**src/rtl/uart_pkg.sv**
```systemverilog
// uart_pkg
//   Shared definitions for the UART receive/transmit pair: the receiver state
//   encoding, the serial line levels, and the default frame geometry. The
//   frame geometry defaults are also used by uart_tx, so both ends agree on
//   the frame format.
package uart_pkg;

    // Receiver frame-tracking states.
    typedef enum logic [2:0] {
        IDLE,
        START,
        DATA,
        STOP,
        WAIT_IDLE
    } uart_rx_state_t;

    // Serial line levels: the line idles high, and a start bit is a low level.
    localparam logic UART_IDLE_LVL  = 1'b1;
    localparam logic UART_START_LVL = 1'b0;

    // Default frame geometry.
    localparam int UART_CLKS_PER_BIT = 16;
    localparam int UART_DATA_BITS    = 8;

endpackage : uart_pkg

```
**src/rtl/uart_sync.sv**
```systemverilog
// uart_sync
//   Two-flop synchroniser for a single asynchronous input. The reset value is
//   a parameter, so an idle-high serial line can leave reset already reading
//   idle. This avoids a false edge when reset is released.
//   Ports:
//     clk     - destination clock
//     rst     - asynchronous, active-high reset (both flops load RST_VAL)
//     async_i - asynchronous input
//     sync_o  - synchronised copy of async_i, two clk edges late
module uart_sync #(
    parameter logic RST_VAL = 1'b1
) (
    input  logic clk,
    input  logic rst,
    input  logic async_i,
    output logic sync_o
);

    logic meta_q;
    logic sync_q;

    always_ff @(posedge clk or posedge rst) begin
        if (rst) begin
            meta_q <= RST_VAL;
            sync_q <= RST_VAL;
        end else begin
            meta_q <= async_i;
            sync_q <= meta_q;
        end
    end

    assign sync_o = sync_q;

endmodule : uart_sync

```
**src/rtl/uart_rx.sv**
```systemverilog
// uart_rx
//   Receiver for 8N1-style serial frames. The line idles high and data is sent
//   LSB first, with one start bit and one stop bit. The raw line is first
//   synchronised. A start bit is then confirmed at its half-bit point, and
//   every later bit is sampled one full bit period after the previous sample,
//   which places each sample at the bit centre.
//   Ports:
//     clk              - system clock
//     rst              - asynchronous, active-high reset
//     rx_data_in       - raw serial line (asynchronous, idle high)
//     rx_data_out      - last correctly framed word; bit 0 is the first bit received
//     rx_valid_out     - one-cycle pulse when rx_data_out has just been updated
//     rx_frame_err_out - one-cycle pulse when a stop bit was sampled low
//     rx_busy_out      - high while a frame is in progress, or while waiting
//                        for the line to return high after a framing error
module uart_rx
    import uart_pkg::*;
#(
    parameter int CLKS_PER_BIT = UART_CLKS_PER_BIT,
    parameter int DATA_BITS    = UART_DATA_BITS
) (
    input  logic                 clk,
    input  logic                 rst,
    input  logic                 rx_data_in,
    output logic [DATA_BITS-1:0] rx_data_out,
    output logic                 rx_valid_out,
    output logic                 rx_frame_err_out,
    output logic                 rx_busy_out
);

    localparam int TW = $clog2(CLKS_PER_BIT);
    localparam int IW = $clog2(DATA_BITS);

    localparam logic [TW-1:0] HALF_M1   = TW'(CLKS_PER_BIT / 2 - 1);
    localparam logic [TW-1:0] LAST_TICK = TW'(CLKS_PER_BIT - 1);
    localparam logic [IW-1:0] LAST_IDX  = IW'(DATA_BITS - 1);

    logic rx_sync;

    uart_sync #(
        .RST_VAL (UART_IDLE_LVL)
    ) u_sync (
        .clk     (clk),
        .rst     (rst),
        .async_i (rx_data_in),
        .sync_o  (rx_sync)
    );

    uart_rx_state_t       state_q, state_d;
    logic [TW-1:0]        timer_q, timer_d;
    logic [IW-1:0]        index_q, index_d;
    logic [DATA_BITS-1:0] shift_q, shift_d;
    logic [DATA_BITS-1:0] data_q, data_d;
    logic                 valid_q, valid_d;
    logic                 err_q, err_d;

    always_ff @(posedge clk or posedge rst) begin
        if (rst) begin
            state_q <= IDLE;
            timer_q <= '0;
            index_q <= '0;
            shift_q <= '0;
            data_q  <= '0;
            valid_q <= 1'b0;
            err_q   <= 1'b0;
        end else begin
            state_q <= state_d;
            timer_q <= timer_d;
            index_q <= index_d;
            shift_q <= shift_d;
            data_q  <= data_d;
            valid_q <= valid_d;
            err_q   <= err_d;
        end
    end

    always_comb begin
        state_d = state_q;
        timer_d = timer_q + TW'(1);
        index_d = index_q;
        shift_d = shift_q;
        data_d  = data_q;
        valid_d = 1'b0;
        err_d   = 1'b0;

        unique case (state_q)
            IDLE: begin
                timer_d = '0;
                index_d = '0;
                if (rx_sync == UART_START_LVL) begin
                    state_d = START;
                end
            end

            START: begin
                // At the half-bit point, re-check the line. A pulse shorter
                // than half a bit is treated as noise and the frame is dropped.
                if (timer_q == HALF_M1) begin
                    timer_d = '0;
                    index_d = '0;
                    if (rx_sync == UART_START_LVL) begin
                        state_d = DATA;
                    end else begin
                        state_d = IDLE;
                    end
                end
            end

            DATA: begin
                if (timer_q == LAST_TICK) begin
                    timer_d = '0;
                    // LSB first: each new bit enters at the top, so after
                    // DATA_BITS shifts the first bit received sits in bit 0.
                    shift_d = {rx_sync, shift_q[DATA_BITS-1:1]};
                    if (index_q == LAST_IDX) begin
                        index_d = '0;
                        state_d = STOP;
                    end else begin
                        index_d = index_q + IW'(1);
                    end
                end
            end

            STOP: begin
                if (timer_q == LAST_TICK) begin
                    timer_d = '0;
                    index_d = '0;
                    if (rx_sync == UART_IDLE_LVL) begin
                        data_d  = shift_q;
                        valid_d = 1'b1;
                        state_d = IDLE;
                    end else begin
                        // Keep the last good word. Wait for the line to return
                        // high, so a held-low line reports only one error.
                        err_d   = 1'b1;
                        state_d = WAIT_IDLE;
                    end
                end
            end

            WAIT_IDLE: begin
                timer_d = '0;
                index_d = '0;
                if (rx_sync == UART_IDLE_LVL) begin
                    state_d = IDLE;
                end
            end

            default: begin
                timer_d = '0;
                index_d = '0;
                state_d = IDLE;
            end
        endcase
    end

    assign rx_data_out      = data_q;
    assign rx_valid_out     = valid_q;
    assign rx_frame_err_out = err_q;
    // Derived from the state register: busy drops in the same cycle as the
    // valid pulse, because the FSM returns to IDLE on the stop-sample edge.
    assign rx_busy_out      = (state_q != IDLE);

endmodule : uart_rx

```
**config.mk**
```make
export PLATFORM = sky130hd
export DESIGN_NAME = uart_rx
export DESIGN_NICKNAME = d
export VERILOG_FILES = /design/src/rtl/uart_pkg.sv /design/src/rtl/uart_sync.sv /design/src/rtl/uart_rx.sv
export SDC_FILE = /design/constraint.sdc
export NUM_CORES = 1
export LEC_CHECK = 0
export CAP_MARGIN = 20
export CORE_MARGIN = 10
export CORE_UTILIZATION = 55
export CTS_CLUSTER_DIAMETER = 100
export CTS_CLUSTER_SIZE = 8
export DETAILED_ROUTE_END_ITERATION = 10
export DONT_BUFFER_PORTS = 1
export HOLD_SLACK_MARGIN = 0.03
export PLACE_DENSITY = 0.76
export SYNTH_ARGS = -nofsm -noshare
export SYNTH_HDL_FRONTEND = slang
export SYNTH_SLANG_ARGS = --single-unit
```
**constraint.sdc**
```tcl
create_clock -name clk -period 2.1 [get_ports clk]
set_input_delay 0.315 -clock clk [delete_from_list [all_inputs] [get_ports clk]]
set_output_delay 0.315 -clock clk [all_outputs]
set_load 0.05 [all_outputs]
```
==> flow_summary.ini <==
[power]
combPwrFrac = 0.172
ir_drop_v = 0.0006445
switchingPower_mw = 0.4507
powerDensity_nw_per_um2 = 1053
p_seq_frac = 0.510
p_leak_nw = 0.6535
pwr-share-clk = 0.318
p_sw_frac = 0.3010
p_int_mw = 1.047

[sta]
timing.final.crit_period_ns = 1.836
relSlewSlack = 0.6421
rsz0062_at_grt = false
fin_ws_ns = 0.2643
setup_viol = 0
max_slew.worst_pin.slew_ns = 0.5363
timing.final.crit_share = 0.8741
fin_setup_tns_ns = 0
final_hold_viol_count = 0
clock_skew_ns = 0.008524
final_max_slew_viol_count = 0
fmax_mhz = 544.8

[yosys]
syn_inst = 94
async_flop_share = 1.000
synth_seq_cells = 30
syn_area_um2 = 1280
yosysSeqAreaShare = 0.5885
syn_avg_cell_area_um2 = 13.62
synth_ff_type = dfrtp_1
ys_types = 32
yosys_warnings = 0
synthesis.nets = 100
synth-edff-count = 0

[clocking]
cts_buffers = 5
cts_setup_buffers = 0
insertion_delay_ns = 0.33
clock-root-buffer = clkbuf_4
clkTransAtPathRegs_ns = 0.09
cts_tree = built
cts_sinks = 30
clk_path_buf_depth = 2
htree_levels = 2

[layout]
fillers = 179
finalNetCount = 107
layout-drive-gt1-share = 0.3333
areaGrowthSynthToFinish_pct = 11.05
diodes = 0

[run]
maxCapViolCount = 0

[detailed_routing]
routed_wirelength_mm = 2.193
num_vias = 737
antenna_left = 0
drc = 0
viasPerCell = 5.669
drt_iter0_markers = 54
post_drt_wl_per_cell_um = 16.87
dr.pass1.iters = 4

[place]
dp_hpwl_mm = 1.519
pre_cts_ws_ns = 0.2901
gp_congestion = 0.7757
io_buffers = 0

[floorplan]
die_area_um2 = 4657
dieWidth_um = 68.24
initial_core_util = 0.5786
core_region_area_um2 = 2212
rows = 17
ioPinCount = 14
die_h_um = 68.24

[run_status]
status = complete, no violations

[hold_path]
hold_path_class = register to register

[global_route]
grt_pass1_wl_mm = 3.795
overflow = 0
grt_antenna_before_repair = 0
grt_usage = 0.1134
grt_pass1_vias = 811
grt_max_degree = 18

[critical_path]
startpoint_type = register
endpoint_kind = register
crit_type = register to register
crit_arrival_ns = 2.05
crit_fanout = 8
required_ns = 2.32
==> final cells by class <==
class	count	area, µm²	share of cell area
clock inverter	1	30.03	0.02113
multi-input combinational	57	494.2	0.3477
sequential	30	753.2	0.5299
inverter	1	3.754	0.002641
timing repair buffer	6	50.05	0.03521
clock buffer	7	55.05	0.03873
tap	28	35.03	0.02465
==> stage by stage <==
stage                     hold WS, ns  cell area (µm²)  power, mW  cells    util
after floorplan                0.3195             1280     0.9951     94       -
after global placement         0.2444             1316      1.014    120  0.5950
after detailed placement       0.2696             1316      1.030    120  0.5950
after CTS                      0.3619             1421      1.515    130  0.6425
after global routing           0.3707             1421      1.582    130  0.6425
final                          0.3602             1421      1.497    130  0.6425
==> power by group through the flow <==
stage                     Combinational (mW)  Clock, mW  Sequential, mW
after floorplan                        0.297          0           0.698
after global placement                 0.247          0           0.767
after detailed placement               0.255          0           0.775
after CTS                              0.260      0.493           0.762
after global routing                   0.290      0.516           0.776
final                                  0.258      0.476           0.764
==> flip-flops by register name (all words and copies together), names as in the netlist <==
signal and flops:
rx_valid_out 1, rx_frame_err_out 1, u_sync.meta_q 1, u_sync.sync_o 1, index_q 3, rx_data_out 8
shift_q 8, state_q 3, timer_q 4
==> per-layer routing <==
| metal | vias to the layer above | routed length [µm] | track usage |
|---|---|---|---|
| met2 | 19 | 1028 | 0.1686 |
| li1 | 348 | - | - |
| met3 | 10 | 156 | 0.05383 |
| met1 | 360 | 919 | 0.1214 |
| met5 | - | 0 | 0 |
| met4 | 0 | 88 | 0.09045 |
==> layout by cell type (no fill, tap or decap), types with 2 or more instances in the layout <==
cell type / count
a21oi_1: 2
buf_4: 4
clkbuf_4: 5
dfrtp_1: 28
dfstp_2: 2
dlygate4sd3_1: 2
ha_1: 3
mux2_2: 16
nand2_1: 2
nand2b_1: 3
nand3_1: 2
nand3b_1: 2
nor2_1: 5
nor3_1: 3
o2bb2ai_1: 3
==> final timing paths <==
check	from	endpoint	slack, ns	cells past startpoint
worst min-delay path	u_sync.meta_q$_DFF_PP1_	u_sync.sync_o$_DFF_PP1_	0.36	0
worst max-delay path	timer_q[0]$_DFF_PP0_	shift_q[1]$_DFFE_PP0P_	0.26	5
max in group asynchronous	rst	index_q[2]$_DFFE_PP0P_	1.00	3
worst min register to register	u_sync.meta_q$_DFF_PP1_	u_sync.sync_o$_DFF_PP1_	0.36	0
min in group asynchronous	rst	shift_q[5]$_DFFE_PP0P_	0.46	2
worst max register to register	timer_q[0]$_DFF_PP0_	shift_q[1]$_DFFE_PP0P_	0.26	5
==> synth_stat cells, types with 3 or more instances <==
cell	n	area, µm²
nor3_1	3	15.01
nor2_1	5	18.77
dfrtp_1	28	700.7
mux2_2	16	180.2
ha_1	3	37.54
nand2b_1	3	18.77
buf_4	3	22.52
o2bb2ai_1	3	26.28
==> cells by family (layout without fill, tap and decap cells) <==
group,after synthesis,count (layout),synth area share
DFF,30,30,0.5885
and+or+nand+nor,27,27,0.1437
muxes,16,16,0.1408
AOI/OAI and AO/OA,9,9,0.05377
buffers and inverters,7,15,0.03030
adders and majority gates,3,3,0.02933
xor gates and xnor gates,2,2,0.01369
==> critical path, cell delays in order, from the launching register on <==
cell and delay (ns):
dfrtp_1 0.37, ha_1 0.35, nand3_4 0.15, nor4b_2 0.28, buf_4 0.22, mux2_2 0.35
==> timing repair <==
item / in CTS / in global routing
hold buffers: 2 / 0
gates resized for setup: 0 / 0
endpoints found under the hold margin: 12 / 0
No activity file was read; power rests on OpenSTA's default activity.
